`config.mk`:
```
export PLATFORM = sky130hd
export DESIGN_NAME = regfile_scoreboard
export DESIGN_NICKNAME = d
export VERILOG_FILES = /design/src/rtl/rf_pkg.sv /design/src/rtl/rf_scoreboard.sv /design/src/rtl/regfile_scoreboard.sv
export SDC_FILE = /design/constraint.sdc
export NUM_CORES = 2
export LEC_CHECK = 0
export BUFFER_PORTS_ARGS = -buffer_cell sky130_fd_sc_hd__clkbuf_2
export CAP_MARGIN = 30
export CELL_PAD_IN_SITES_DETAIL_PLACEMENT = 0
export CELL_PAD_IN_SITES_GLOBAL_PLACEMENT = 2
export CORE_UTILIZATION = 43
export CTS_BUF_LIST = sky130_fd_sc_hd__clkbuf_8
export CTS_CLUSTER_DIAMETER = 80
export CTS_CLUSTER_SIZE = 24
export DETAILED_ROUTE_END_ITERATION = 6
export PLACE_DENSITY_LB_ADDON = 0.1
export SLEW_MARGIN = 5
export SYNTH_ARGS = -nofsm -noshare
export SYNTH_HDL_FRONTEND = slang
export SYNTH_SLANG_ARGS = --single-unit
```
`constraint.sdc`:
```
create_clock -name clk -period 3.8 [get_ports clk]
set_input_delay 0.76 -clock clk [delete_from_list [all_inputs] [get_ports clk]]
set_output_delay 0.76 -clock clk [all_outputs]
set_load 0.03 [all_outputs]
```
`src/rtl/rf_pkg.sv`:
```
// rf_pkg: shared defaults, register address type and zero-register index for the register file
package rf_pkg;
    localparam int XLEN_DEF = 32;
    localparam int NREG_DEF = 32;
    localparam int ZERO_REG = 0;
    typedef logic [$clog2(NREG_DEF)-1:0] reg_addr_t;
endpackage

```
`src/rtl/rf_scoreboard.sv`:
```
// rf_scoreboard: per-register busy bits, busy count and issue gating; RF_BYPASS_EN lets a same-cycle writeback hide busy
module rf_scoreboard
    import rf_pkg::*;
#(
    parameter int NREG = NREG_DEF,
    parameter int NRD  = 2,
    localparam int AW  = $clog2(NREG)
) (
    input  logic              clk,
    input  logic              rst_n,
    input  logic [NRD*AW-1:0] rd_addr,
    input  logic              wr_en,
    input  logic [AW-1:0]     wr_addr,
    input  logic              iss_valid,
    input  logic [AW-1:0]     iss_rd,
    input  logic              flush,
    output logic [NRD-1:0]    rd_busy,
    output logic              iss_ready,
    output logic [AW:0]       busy_cnt
);
    logic [NREG-1:0] busy_q, busy_d, busy_eff, set_vec, clr_vec;
    logic [AW:0]     cnt_q, cnt_d;
    logic            waw;

    assign clr_vec = wr_en ? NREG'(1) << wr_addr : '0;
`ifdef RF_BYPASS_EN
    assign busy_eff = busy_q & ~clr_vec;
`else
    assign busy_eff = busy_q;
`endif

    for (genvar g = 0; g < NRD; g++) begin : g_busy
        assign rd_busy[g] = busy_eff[rd_addr[g*AW +: AW]];
    end

    assign waw       = iss_rd != AW'(ZERO_REG) && busy_eff[iss_rd];
    assign iss_ready = ~|rd_busy && !waw;
    assign set_vec   = (iss_valid && iss_ready && !flush && iss_rd != AW'(ZERO_REG)) ? NREG'(1) << iss_rd : '0;
    assign busy_cnt  = cnt_q;

    // Set beats clear on the same register; the count follows the actual bit transitions
    always_comb begin
        busy_d = flush ? '0 : ((busy_q & ~clr_vec) | set_vec) & ~NREG'(1);
        cnt_d  = flush ? '0 : cnt_q + (AW+1)'(|(busy_d & ~busy_q)) - (AW+1)'(|(busy_q & ~busy_d));
    end

    // Busy vector and its population count
    always_ff @(posedge clk or negedge rst_n) begin
        if (!rst_n) begin
            busy_q <= '0;
            cnt_q  <= '0;
        end else begin
            busy_q <= busy_d;
            cnt_q  <= cnt_d;
        end
    end
endmodule

```
`src/rtl/regfile_scoreboard.sv`:
```
// regfile_scoreboard: parametrised register file with busy scoreboard; define RF_BYPASS_EN for write-through forwarding
module regfile_scoreboard
    import rf_pkg::*;
#(
    parameter int XLEN = XLEN_DEF,
    parameter int NREG = NREG_DEF,
    parameter int NRD  = 2,
    localparam int AW  = $clog2(NREG)
) (
    input  logic                clk,
    input  logic                rst_n,
    input  logic [NRD*AW-1:0]   rd_addr,
    output logic [NRD*XLEN-1:0] rd_data,
    output logic [NRD-1:0]      rd_busy,
    input  logic                we,
    input  logic [AW-1:0]       wr_addr,
    input  logic [XLEN-1:0]     wr_data,
    input  logic                iss_valid,
    input  logic [AW-1:0]       iss_rd,
    output logic                iss_ready,
    input  logic                flush,
    output logic [AW:0]         busy_cnt
);
    logic [XLEN-1:0] regs_q [NREG];
    logic [XLEN-1:0] regs_d [NREG];
    logic            wr_en;

    assign wr_en = we && wr_addr != AW'(ZERO_REG);

    // Writeback updates one entry; entry 0 is never written
    always_comb begin
        regs_d = regs_q;
        if (wr_en) regs_d[wr_addr] = wr_data;
    end

    // Storage array, cleared asynchronously
    always_ff @(posedge clk or negedge rst_n) begin
        if (!rst_n) regs_q <= '{default: '0};
        else        regs_q <= regs_d;
    end

    for (genvar g = 0; g < NRD; g++) begin : g_rd
        logic [AW-1:0] a;
        assign a = rd_addr[g*AW +: AW];
`ifdef RF_BYPASS_EN
        assign rd_data[g*XLEN +: XLEN] = (wr_en && a == wr_addr) ? wr_data :
                                         (a == AW'(ZERO_REG)) ? '0 : regs_q[a];
`else
        assign rd_data[g*XLEN +: XLEN] = (a == AW'(ZERO_REG)) ? '0 : regs_q[a];
`endif
    end

    rf_scoreboard #(.NREG(NREG), .NRD(NRD)) u_sb (
        .clk       (clk),
        .rst_n     (rst_n),
        .rd_addr   (rd_addr),
        .wr_en     (wr_en),
        .wr_addr   (wr_addr),
        .iss_valid (iss_valid),
        .iss_rd    (iss_rd),
        .flush     (flush),
        .rd_busy   (rd_busy),
        .iss_ready (iss_ready),
        .busy_cnt  (busy_cnt)
    );
endmodule

```
==> flow_summary_export.csv <==
group,metric,value,unit
timing,holdWs,404.0,ps
power,p_sw_frac,0.3145,
floorplanning,die-area,135500,um^2
yosys,synth_seq_cells,1061,
final_layout,drive_gt1_frac,0.4989,
min_path,holdCritPathClass,"reg -> reg",
drt,vias,39720,
outcome,status,"finished, violations left",
timing,setup_viol,2,
cts,cts-root-buf,"clkbuf_8",
yosys,syn_inst,4257,
setup_path,cp.required,4520,ps
final_layout,layout_common_cells,"mux2_2, dfrtp_1, mux4_2, mux2i_1, buf_4",
global_routing,antenna_found_initial,4,
yosys,synth_ff_type,"dfrtp_1",
yosys,async_flop_share,1.000,
global_routing,grt.total_usage,0.2977,
cts,cts_sinks,1061,
cts,cts_tree,"done",
timing,post-route-min-period,3940,ps
yosys,avgSynthCellArea,13.54,um^2
yosys,syn_area,57630,um^2
setup_path,cp_top_family,"compound AO/OA/AOI/OAI gates",
cts,htreeDepth,3,
floorplanning,design.portCount,130,
yosys,yosysWarnings,0,
drt,drt_pass1_iterations,7,
power,combPwrFrac,0.260,
setup_path,r2r_slack,-140,ps
timing,final_hold_viol_count,0,
timing,finalMaxSlewViolations,0,
min_path,whs_path_depth,0,
yosys,yosys.cell_types.count,60,
setup_path,rr_endpoint,"u_sb.busy_cnt[4]$_DFF_PN0_",
power,p_clk_frac,0.234,
floorplanning,start_util,0.4356,
placement,dpl.hpwl,110700,um
yosys,ys_seq_area_frac,0.4607,
final_layout,multi_input_area,29830,um^2
setup_path,cp-end-kind,"register",
floorplanning,row_count,133,
timing,slew_headroom,0.2903,
timing,max_clock_freq,253.8,MHz
drt,wire_per_inst,33.07,um
setup_path,cp_slowest_stage_delay,540,ps
power,finalPower,29.31,mW
power,powerDensity,444.3,nW/um^2
cts,cts.clk_slew.worst_paths,120,ps
power,p_int,20.09,mW
timing,layout_worst_path_cycle_share,1.037,
setup_path,cp_max_fo,5,
setup_path,path_cells,"mux4_2 -> a221oi_2 -> o21bai_4 -> or4_4 -> a31o_1 -> a211o_1 -> ha_4 -> inv_2 -> ha_4 -> fa_2 -> a21oi_2 -> nor2_1 -> nor2_1 -> xor2_1 -> nor2_1",
drt,wirelength,205400,um
placement,place_congestion,0.8758,
setup_path,crit_top_cell,"nor2_1",
final_layout,fillers,11680,
final_layout,layout_commonest_cell,"mux2_2",
cts,clk_latency,840,ps
yosys,syn_nets,4321,
drt,viasPerCell,6.395,
drt,ant_nets,0,
global_routing,grt_pass1_wl,293400,um
yosys,synth_edf_count,0,
power,p_seq_frac,0.506,
cts,clockBufferDepth,3,
drt,drc,2,
floorplanning,die_h,368.1,um
min_path,min_from,"regs_q[992]$_DFFE_PN0P_",
floorplanning,core,132300,um^2
drt,drt-initial-drc-count,3615,
setup_path,start_kind,"register",
final_layout,seq_area,26570,um^2
run,drv_cap,0,
global_routing,grt-ovfl-total,0,
power,p_sw,9.218,mW
setup_path,r2r-start,"u_sb.busy_eff[18]$_DFF_PN0_",
cts,cts_made_buffers,68,
timing,tightest_slew,1065,ps
final_layout,nets,4462,
outcome,violations,"design-rule violations, negative setup slack",
timing,skew,33.29,ps
final_layout,syn2layout_area_growth,14.49,%
setup_path,cpMaxStageDelayCell,"or4_4",
power,p_leak,28.86,nW
timing,rsz0062_at_grt,"yes",
setup_path,critPathArrivalTime,4660,ps
power,irDropWorstVdd,0.2552,mV
placement,port_buffers,129,
global_routing,grt_max_degree,130,
setup_path,path_buf_inv,1,
setup_path,path_class,"reg -> reg",
setup_path,worst-r2r-cell-count,15,
floorplanning,die_x,368.1,um
global_routing,grt_pass1_vias,39650,
timing,worst_slack,-139.9,ps
min_path,min_to,"regs_q[992]$_DFFE_PN0P_",
[logic make-up after synthesis]
kind of cell,after synthesis,synth area share
simple gates,341,0.02885
flops,1061,0.4607
fa+ha+maj,7,0.001650
compound gates,593,0.06518
xor+xnor,5,0.0007600
mux,1759,0.4095
buf+inv,491,0.03335
[layout make-up]
type                    instances  share of cell area
clock inverters                51            0.009539
repair buffers                542             0.08572
clock buffers                  73             0.01523
inverters                      20            0.001252
multi-input cells            2705              0.4521
well taps                    1755             0.03328
diodes                          4           0.0001517
flip-flops and latches       1061              0.4027
[through the flow]
stage          setup slack, ps  setup TNS [ps]  cells    util  instance area, um^2
5_1_grt                 -292.9          -742.7   6210  0.4987                65970
2_1_floorplan           -398.4           -1072   4257       -                57710
4_1_cts                 -142.6          -301.1   6171  0.4910                64950
3_3_place_gp            -745.0          -19930   6025  0.4718                62420
3_5_place_dp            -659.5          -19540   6027  0.4722                62470
6_report                -139.9          -193.4   6211  0.4987                65980
[repair_timing]
item	in CTS	in global routing
hold buffers	1	0
gates cloned	14	13
pin swaps	4	16
hold endpoints to repair	35	0
setup buffers	5	22
setup endpoints to repair	66	59
gates resized for setup	92	130
[synthesized netlist by cell type (3+ instances only)]
cell type / n / area share
dfrtp_1: 1061 / 0.46
mux2_2: 1059 / 0.21
mux4_2: 373 / 0.15
clkbuf_1: 367 / 0.024
mux2i_1: 327 / 0.057
a21oi_1: 234 / 0.020
nor2_1: 131 / 0.0085
o221ai_1: 129 / 0.020
o22ai_1: 97 / 0.011
nor3_1: 80 / 0.0069
o21ai_0: 77 / 0.0067
buf_2: 54 / 0.0047
buf_1: 48 / 0.0031
nand2_1: 34 / 0.0022
inv_1: 20 / 0.0013
nand2b_1: 19 / 0.0021
nand3_1: 12 / 0.0010
a32oi_1: 11 / 0.0017
nand3b_1: 11 / 0.0014
nor2b_1: 11 / 0.0012
o32ai_1: 10 / 0.0015
nor4_1: 8 / 0.00087
and2_1: 6 / 0.00065
ha_1: 6 / 0.0013
o31ai_1: 6 / 0.00078
a31oi_1: 5 / 0.00054
nand4_1: 5 / 0.00054
or2_2: 5 / 0.00054
a22oi_1: 3 / 0.00039
nor4bb_1: 3 / 0.00052
or4_1: 3 / 0.00039
xnor2_1: 3 / 0.00046
[worst reg2reg max path: cells and delay by family (launching register included)]
kind / cells / cell delay, ps
AOI/OAI and AO/OA: 5 / 1120
xor gates and xnor gates: 1 / 140
adders and majority gates: 3 / 770
buffers and inverters: 1 / 40
DFF: 1 / 510
muxes: 1 / 520
and+or+nand+nor: 4 / 760
[how the worst max path moves through the flow]
stage,start,end,slack (ps),depth (start not counted)
floorplan,rd_addr[0],u_sb.busy_cnt[4]$_DFF_PN0_,-400,18
global placement,iss_rd[0],u_sb.busy_cnt[4]$_DFF_PN0_,-740,16
detailed placement,iss_rd[0],u_sb.busy_cnt[4]$_DFF_PN0_,-660,16
CTS,u_sb.busy_eff[27]$_DFF_PN0_,u_sb.busy_cnt[4]$_DFF_PN0_,-140,16
global route,u_sb.busy_eff[23]$_DFF_PN0_,u_sb.busy_cnt[4]$_DFF_PN0_,-290,15
finish,u_sb.busy_eff[18]$_DFF_PN0_,u_sb.busy_cnt[4]$_DFF_PN0_,-140,15
[per-layer routing]
| metal | track usage | wire length [um] | vias up |
|---|---|---|---|
| met5 | 0 | 0 | - |
| met4 | 0.07222 | 5267 | 0 |
| met3 | 0.03808 | 11020 | 226 |
| met2 | 0.4450 | 91470 | 1190 |
| met1 | 0.4575 | 97620 | 21690 |
| li1 | - | - | 16610 |
[sequential cells by signal, indices dropped and copies added, names as in the netlist]
name,count
u_sb.busy_cnt,6
u_sb.busy_eff,31
regs_q,1024
[power by group through the flow]
stage                     Clock (mW)  Sequential, mW  Combinational, mW
after global routing            7.40            15.1               8.19
after CTS                       7.04            14.8               7.45
after detailed placement           0            15.0               7.29
after floorplan                    0            14.6               5.36
final                           6.85            14.8               7.63
after global placement             0            14.9               7.20
No activity file was read; power rests on OpenSTA's default activity.
